<file path="src/rtl/bcd_run_counter.sv">
// Multi-digit BCD run counter with prescaler, multi-press clear, preset load
// and wrap/saturate behaviour at all-nines.
module bcd_run_counter #(
    parameter int DIGITS        = 2,
    parameter int PRESCALE      = 1,
    parameter int CLEAR_PRESSES = 2,
    parameter int SAT_MODE      = 0
) (
    input  logic                clk,
    input  logic                reset,
    input  logic                start,
    input  logic                allow_start,
    input  logic                stop,
    input  logic                over,
    input  logic                load,
    input  logic [4*DIGITS-1:0] load_val,
    output logic [4*DIGITS-1:0] count,
    output logic                change,
    output logic                wrap,
    output logic                full,
    output logic                armed
);

    localparam int CW = 4 * DIGITS;
    localparam int PW = (PRESCALE > 1) ? $clog2(PRESCALE) : 1;
    localparam int NW = (CLEAR_PRESSES > 1) ? $clog2(CLEAR_PRESSES) : 1;

    localparam logic [CW-1:0] ALL_NINES  = {DIGITS{4'h9}};
    localparam logic [PW-1:0] PRE_LAST   = PW'(PRESCALE - 1);
    localparam logic [NW-1:0] PRESS_LAST = NW'(CLEAR_PRESSES - 1);

    logic [CW-1:0] count_q,   count_d;
    logic [PW-1:0] pre_q,     pre_d;
    logic [NW-1:0] presses_q, presses_d;
    logic          change_q,  change_d;
    logic          wrap_q,    wrap_d;

    logic run, clr;

    // Ripple-carry increment; a digit at 9 rolls to 0 and passes the carry up.
    function automatic logic [CW-1:0] bcd_inc(input logic [CW-1:0] v);
        logic [CW-1:0] r;
        logic          carry;
        r     = v;
        carry = 1'b1;
        for (int i = 0; i < DIGITS; i++) begin
            if (carry) begin
                if (v[4*i +: 4] >= 4'd9) begin
                    r[4*i +: 4] = 4'd0;
                end else begin
                    r[4*i +: 4] = v[4*i +: 4] + 4'd1;
                    carry       = 1'b0;
                end
            end
        end
        return r;
    endfunction

    function automatic logic [CW-1:0] bcd_clamp(input logic [CW-1:0] v);
        logic [CW-1:0] r;
        for (int i = 0; i < DIGITS; i++) begin
            r[4*i +: 4] = (v[4*i +: 4] > 4'd9) ? 4'd9 : v[4*i +: 4];
        end
        return r;
    endfunction

    assign run = start & allow_start & ~stop & ~over;
    assign clr = start & allow_start &  stop & ~over;

    always_comb begin
        // NOTE: every always_comb target gets a default first so no path leaves it unassigned (no latch).
        count_d   = count_q;
        pre_d     = pre_q;
        presses_d = presses_q;
        change_d  = 1'b0;
        wrap_d    = 1'b0;

        if (load) begin
            count_d   = bcd_clamp(load_val);
            pre_d     = '0;
            presses_d = '0;
        end else if (clr) begin
            if (presses_q == PRESS_LAST) begin
                count_d   = '0;
                pre_d     = '0;
                presses_d = '0;
                change_d  = 1'b1;
            end else begin
                presses_d = presses_q + NW'(1);
            end
        end else if (run) begin
            if (pre_q != PRE_LAST) begin
                pre_d = pre_q + PW'(1);
            end else if (count_q != ALL_NINES) begin
                count_d = bcd_inc(count_q);
                pre_d   = '0;
            end else if (SAT_MODE == 0) begin
                count_d = '0;
                pre_d   = '0;
                wrap_d  = 1'b1;
            end
            // Saturating at all-nines: count and prescaler simply hold.
        end
    end

    // NOTE: sequential state uses non-blocking assignments so all flops update together at the edge.
    always_ff @(posedge clk or posedge reset) begin
        if (reset) begin
            count_q   <= '0;
            pre_q     <= '0;
            presses_q <= '0;
            change_q  <= 1'b0;
            wrap_q    <= 1'b0;
        end else begin
            count_q   <= count_d;
            pre_q     <= pre_d;
            presses_q <= presses_d;
            change_q  <= change_d;
            wrap_q    <= wrap_d;
        end
    end

    assign count  = count_q;
    assign change = change_q;
    assign wrap   = wrap_q;
    assign full   = (count_q == ALL_NINES);
    assign armed  = (presses_q != '0);

endmodule

</file>
<file path="config.mk">
export PLATFORM = sky130hd
export DESIGN_NAME = bcd_run_counter
export DESIGN_NICKNAME = d
export VERILOG_FILES = /design/src/rtl/bcd_run_counter.sv
export SDC_FILE = /design/constraint.sdc
export NUM_CORES = 1
export LEC_CHECK = 0
export BUFFER_PORTS_ARGS = -buffer_cell sky130_fd_sc_hd__buf_2
export CAP_MARGIN = 10
export CELL_PAD_IN_SITES_DETAIL_PLACEMENT = 0
export CELL_PAD_IN_SITES_GLOBAL_PLACEMENT = 2
export CORE_AREA = 3 3 55 57
export CTS_BUF_LIST = sky130_fd_sc_hd__clkbuf_8
export CTS_CLUSTER_SIZE = 12
export DETAILED_ROUTE_END_ITERATION = 7
export DIE_AREA = 0 0 58 60
export GPL_ROUTABILITY_DRIVEN = 0
export GPL_TIMING_DRIVEN = 1
export PLACE_DENSITY_LB_ADDON = 0.15
export SLEW_MARGIN = 20
export SYNTH_ARGS = -nofsm -noshare
export SYNTH_HDL_FRONTEND = slang
export SYNTH_SLANG_ARGS = --single-unit
</file>
<file path="constraint.sdc">
create_clock -name clk -period 2.5 [get_ports clk]
set_clock_uncertainty 0.05 [all_clocks]
set_input_delay 0.5 -clock clk [delete_from_list [all_inputs] [get_ports clk]]
set_output_delay 0.5 -clock clk [all_outputs]
set_load 0.01 [all_outputs]
</file>
Word-level counts from Yosys, hierarchy flattened
Cells that the tools add are included.
{"block": "classes", "magnitude_cmp": 4, "n_mux": 33, "eq_ne": 5, "reduce_logical": 5, "bitwise": 7, "add_sub_neg": 4}
{"op": "$mux W8", "count": 6}
{"op": "$mux W1", "count": 22}
{"op": "$mux W4", "count": 5}
{"op": "$add A4 B1 Y4 const B", "count": 2}
{"op": "$eq A8 B8 Y1 const B", "count": 1}
{"op": "$ge A4 B4 Y1 const B", "count": 2}
{"op": "$gt A4 B4 Y1 const B", "count": 2}
{"op": "$ne A8 B8 Y1 const B", "count": 1}
{"op": "$and A1 B1 Y1", "count": 5}
{"op": "$ne A4 B3 Y1 const B", "count": 1}
{"op": "$reduce_and A4 Y1", "count": 1}
{"op": "$ne A3 B2 Y1 const B", "count": 1}
{"op": "$ne A3 B3 Y1 const B", "count": 1}
{"op": "$reduce_and A3 Y1", "count": 1}
{"op": "$reduce_bool A3 Y1", "count": 1}
{"op": "$add A1 B1 Y1 const B", "count": 2}
{"op": "$not A1 Y1", "count": 2}
{"op": "$reduce_and A2 Y1", "count": 1}
{"op": "$reduce_bool A2 Y1", "count": 1}
{"block": "totals", "out_inout_bits": 12, "in_bits": 15, "register_bits": 12}

Logic depth before layout (Yosys ltp)
{"block": "depth", "depth_word": 13, "depth_mapped": 6}

Least setup slack after synthesis
Ideal clock, no wire load.
{"block": "synth_timing", "kind": "flip-flop to flip-flop", "from": "reg count_q[1], in the netlist count[1]", "to": "reg count_q[2], in the netlist count[2]", "required_time_ns": 2.386, "synth_period_minus_slack_ns": 1.858, "path_stages_with_launch": 7, "setup_ns": 0.064, "n_path_buf": 0, "arrival_ns": 1.744, "slack_ns": 0.642, "path_cell_list": "dfrtp_1 > inv_1 > ha_1 > or3b_4 > a211o_1 > nor4b_1 > a221o_2"}
{"block": "synth_between", "elab_chain_cells": 7, "elab_cells_between_ends": 9}
{"element": "start, declared", "line_no": "32", "source": "logic [CW-1:0] count_q, count_d;"}
{"element": "start signal, assigned", "line_no": "115", "source": "count_q <= count_d;"}
{"element": "$add A4 B1 Y4 / $ge A4 B4 Y1 (equally long branches)", "line_no": "51, 48"}
{"element": "$mux W4", "line_no": "48", "source": "if (v[4*i +: 4] >= 4'd9) begin"}
{"element": "$mux W8 (*)", "line_no": "94", "source": "end else if (count_q != ALL_NINES) begin"}
{"element": "$mux W8 (*)", "line_no": "92", "source": "if (pre_q != PRE_LAST) begin"}
{"element": "$mux W8 (*)", "line_no": "91", "source": "end else if (run) begin"}
{"element": "$mux W8 (*)", "line_no": "82", "source": "end else if (clr) begin"}
{"element": "$mux W8 (*)", "line_no": "78", "source": "if (load) begin"}
Every way passes the cells marked *; elsewhere a longest branch is shown, timed or not. The select of a mux whose other input is x is not followed.
A chain may end at the register's enable or synchronous reset.

Final worst setup path
{"block": "layout_timing", "from": "reg count_q[5], in the netlist count[5]", "to": "out full"}
{"block": "layout_between", "elab_chain_cells": 1}
{"element": "$eq A8 B8 Y1", "line_no": "126", "source": "assign full = (count_q == ALL_NINES);"}
{"element": "end, declared", "line_no": "20", "source": "output logic full,"}
No other way between the ends.

==> impl_metrics.env <==
export IMPL_status="finished, final reports clean"
export IMPL_setup_ws_post_layout_ns=0.493
export IMPL_final_critical_path_share_of_the_clock_period_pct=80.3
export IMPL_criticalPathCategory="reg -> out"
export IMPL_grt_util_all_layers_pct=11.3
export IMPL_ctsHoldBuffers=0
export IMPL_synthToLayoutAreaGrowth_pct=25.6
export IMPL_portBuffers=26
export IMPL_cp_end_kind="output pin"
export IMPL_cp_data_arrival_time_ns=1.46
export IMPL_yosys_top_cells_area="sky130_fd_sc_hd__dfrtp_1 36%, sky130_fd_sc_hd__ha_1 9.7%, sky130_fd_sc_hd__inv_1 3.4%"
export IMPL_finalNonFillerCells=132
export IMPL_edff_count_synth=0
export IMPL_cts_htree_levels=1
export IMPL_design_final_nets=124
export IMPL_layout_cells_most_common="sky130_fd_sc_hd__buf_2"
export IMPL_cell_area_after_layout_um2=968
export IMPL_static_leakage_power_nw=0.488
export IMPL_num_vias=665
export IMPL_n_antenna_cell=0
export IMPL_drt_drc_violations_left=0
export IMPL_ios=27
export IMPL_detail_route_first_pass_iterations=4
export IMPL_preCtsSetupSlack_ns=0.504
export IMPL_postCtsSetupRepairBufs=0
export IMPL_postSynthCellCount=74
export IMPL_fraction_of_final_layout_cells_sized_beyond_drive_strength_1_pct=39.2
export IMPL_initial_antenna_violation_count=0
export IMPL_p_per_area_nw_per_um2=668
export IMPL_grt_start_max_net_pins=15
export IMPL_relSlewSlack_pct=68.9
export IMPL_cp_slowest_stage_delay_ns=0.39
export IMPL_setup_repair_after_global_routing_missed_its_margin="false"
export IMPL_core_area_um2=2520
export IMPL_timing_setup_tns_ns=0
export IMPL_worst_min_delay_path_category="in -> async"
export IMPL_first_global_vias=642
export IMPL_dominantRegCellSynth="sky130_fd_sc_hd__dfrtp_1"
export IMPL_worst_case_clock_buffer_depth=2
export IMPL_tritoncts_sinks=11
export IMPL_ys_types=38
export IMPL_drt_wl_total_um=1840
export IMPL_grt_first_pass_wirelength_um=2910
export IMPL_crit_path_cell_trace="inv_1 -> ha_1 -> and4bb_2 -> and3_1 -> buf_2"
export IMPL_fmax_mhz=498
export IMPL_critPathMaxFanout=4
export IMPL_number_of_placed_instances_with_taps_included=128
export IMPL_tritoncts="done"
export IMPL_max_slew_worst_pin_slew_ns=0.466
export IMPL_ant_nets=0
export IMPL_global_route_overflow_total=0
export IMPL_synthArstFlopShare_pct=100
export IMPL_leading_cell_types_in_the_layout_fill_and_taps_excluded="26 x sky130_fd_sc_hd__buf_2, 11 x sky130_fd_sc_hd__dfrtp_1, 8 x sky130_fd_sc_hd__inv_1"
export IMPL_synth_top_area_cell="sky130_fd_sc_hd__dfrtp_1"
export IMPL_ys_warnings_count=0
export IMPL_ir_worst_vdd_mv=0.381
export IMPL_cap_viol_max_count=0
export IMPL_tritoncts_num_buffers=3
export IMPL_drc_marker_count_from_the_first_detailed_route_iteration=12
export IMPL_cts_repair_resize_count=0
export IMPL_postPlaceCellArea_um2=923
export IMPL_avgViaCountPerCell=5.04
export IMPL_placementRows=18
export IMPL_worst_ep_required_time_ns=1.95
export IMPL_slowest_stage="sky130_fd_sc_hd__dfrtp_1"
export IMPL_die_height_um=60
export IMPL_postSynthNetCount=95
export IMPL_cts_reportedPaths_clkPinSlew_ns=0.05
export IMPL_netlist_area_before_placement_um2=771
export IMPL_cts_root_buf="sky130_fd_sc_hd__clkbuf_8"
export IMPL_wl_per_cell_um=14.0
export IMPL_final_max_slew_violation_count=0
export IMPL_worst_hold_slack_ns=0.216
export IMPL_worst_setup_path_start_kind="register"
export IMPL_dieWidth_um=58
export IMPL_floorplan_initialDensity_pct=30.6
export IMPL_synth_top_cell_area_share_pct=35.7
export IMPL_synth_sequential_area_ratio_pct=35.7
export IMPL_post_route_min_period_ns=2.01
export IMPL_die_area_um2=3480
export IMPL_postSynthRegisterBits=11
export IMPL_worstSkewPairLatency_ns=0.24
export IMPL_synth_area_per_cell_um2=10.4
export IMPL_final_setup_viol_count=0
export IMPL_final_hold_violation_count=0
cell type report:
class / count / area (µm²)
clock buffers: 3 / 41.3
fillers: 277 / 1550
clock inverters: 1 / 3.75
inverters: 7 / 26.3
well taps: 30 / 37.5
repair buffers: 27 / 138
flip-flops and latches: 11 / 275
multi-input cells: 53 / 447
per-stage QoR:
step | utilization [%] | total power, mW
after floorplan | - | 0.394
after global placement | 36.6 | 0.479
after detailed placement | 36.6 | 0.477
after CTS | 38.4 | 0.659
after global routing | 38.4 | 0.704
final | 38.4 | 0.647
flip-flops by register name (all words and copies together), names as in the netlist:
signal  flops
armed       1
change      1
count       8
wrap        1
final timing paths:
kind	end	slack, ns	startpoint	cells past startpoint
min in group clk	count[2]$_DFFE_PP0P_	0.47	load_val[2]	2
worst max register to register	count[4]$_DFFE_PP0P_	0.51	count[0]$_DFFE_PP0P_	6
worst max-delay path	full	0.49	count[5]$_DFFE_PP0P_	5
worst min-delay path	count[7]$_DFFE_PP0P_	0.22	reset	2
max in group asynchronous	count[4]$_DFFE_PP0P_	1.86	reset	2
worst min register to register	armed$_DFFE_PP0P_	0.53	armed$_DFFE_PP0P_	2
synthesized netlist by cell type (2+ instances only):
library cell / count
sky130_fd_sc_hd__dfrtp_1: 11
sky130_fd_sc_hd__o32ai_1: 2
sky130_fd_sc_hd__nand2b_1: 2
sky130_fd_sc_hd__mux2i_1: 2
sky130_fd_sc_hd__inv_1: 7
sky130_fd_sc_hd__a22oi_1: 2
sky130_fd_sc_hd__a221oi_1: 2
sky130_fd_sc_hd__a21oi_1: 4
sky130_fd_sc_hd__and3_1: 2
sky130_fd_sc_hd__nor2_1: 3
sky130_fd_sc_hd__nand2_1: 2
sky130_fd_sc_hd__a211oi_1: 2
sky130_fd_sc_hd__o21ai_0: 3
sky130_fd_sc_hd__ha_1: 6
cells by family (layout without fill, tap and decap cells):
group / count (synthesis) / in the layout / synth area share, %
xor gates and xnor gates: 1 / 1 / 1.14
AOI/OAI and AO/OA: 22 / 22 / 23.1
buffers and inverters: 10 / 38 / 6.33
and+or+nand+nor: 22 / 22 / 21.4
adders and majority gates: 6 / 6 / 9.74
muxes: 2 / 2 / 2.60
DFF: 11 / 11 / 35.7
worst max-delay path, delay by kind of cell (launching register included):
| kind | cells | cell delay [ns] |
|---|---|---|
| fa+ha+maj | 1 | 0.18 |
| simple gates | 2 | 0.39 |
| buf+inv | 2 | 0.27 |
| flops | 1 | 0.39 |
power by group:
group          internal [mW]  switching, mW
clock network          0.108         0.0665
registers              0.210         0.0384
logic                  0.105          0.119
layer usage:
metal  vias to the layer above  wire, µm  GRT usage [%]
met5                         -         0              0
met4                         0         0          0.993
met3                         0       140           4.32
met2                        20       911           20.3
met1                       312       790           13.1
li1                        333         -              -
(Power assumes the default switching activity.)
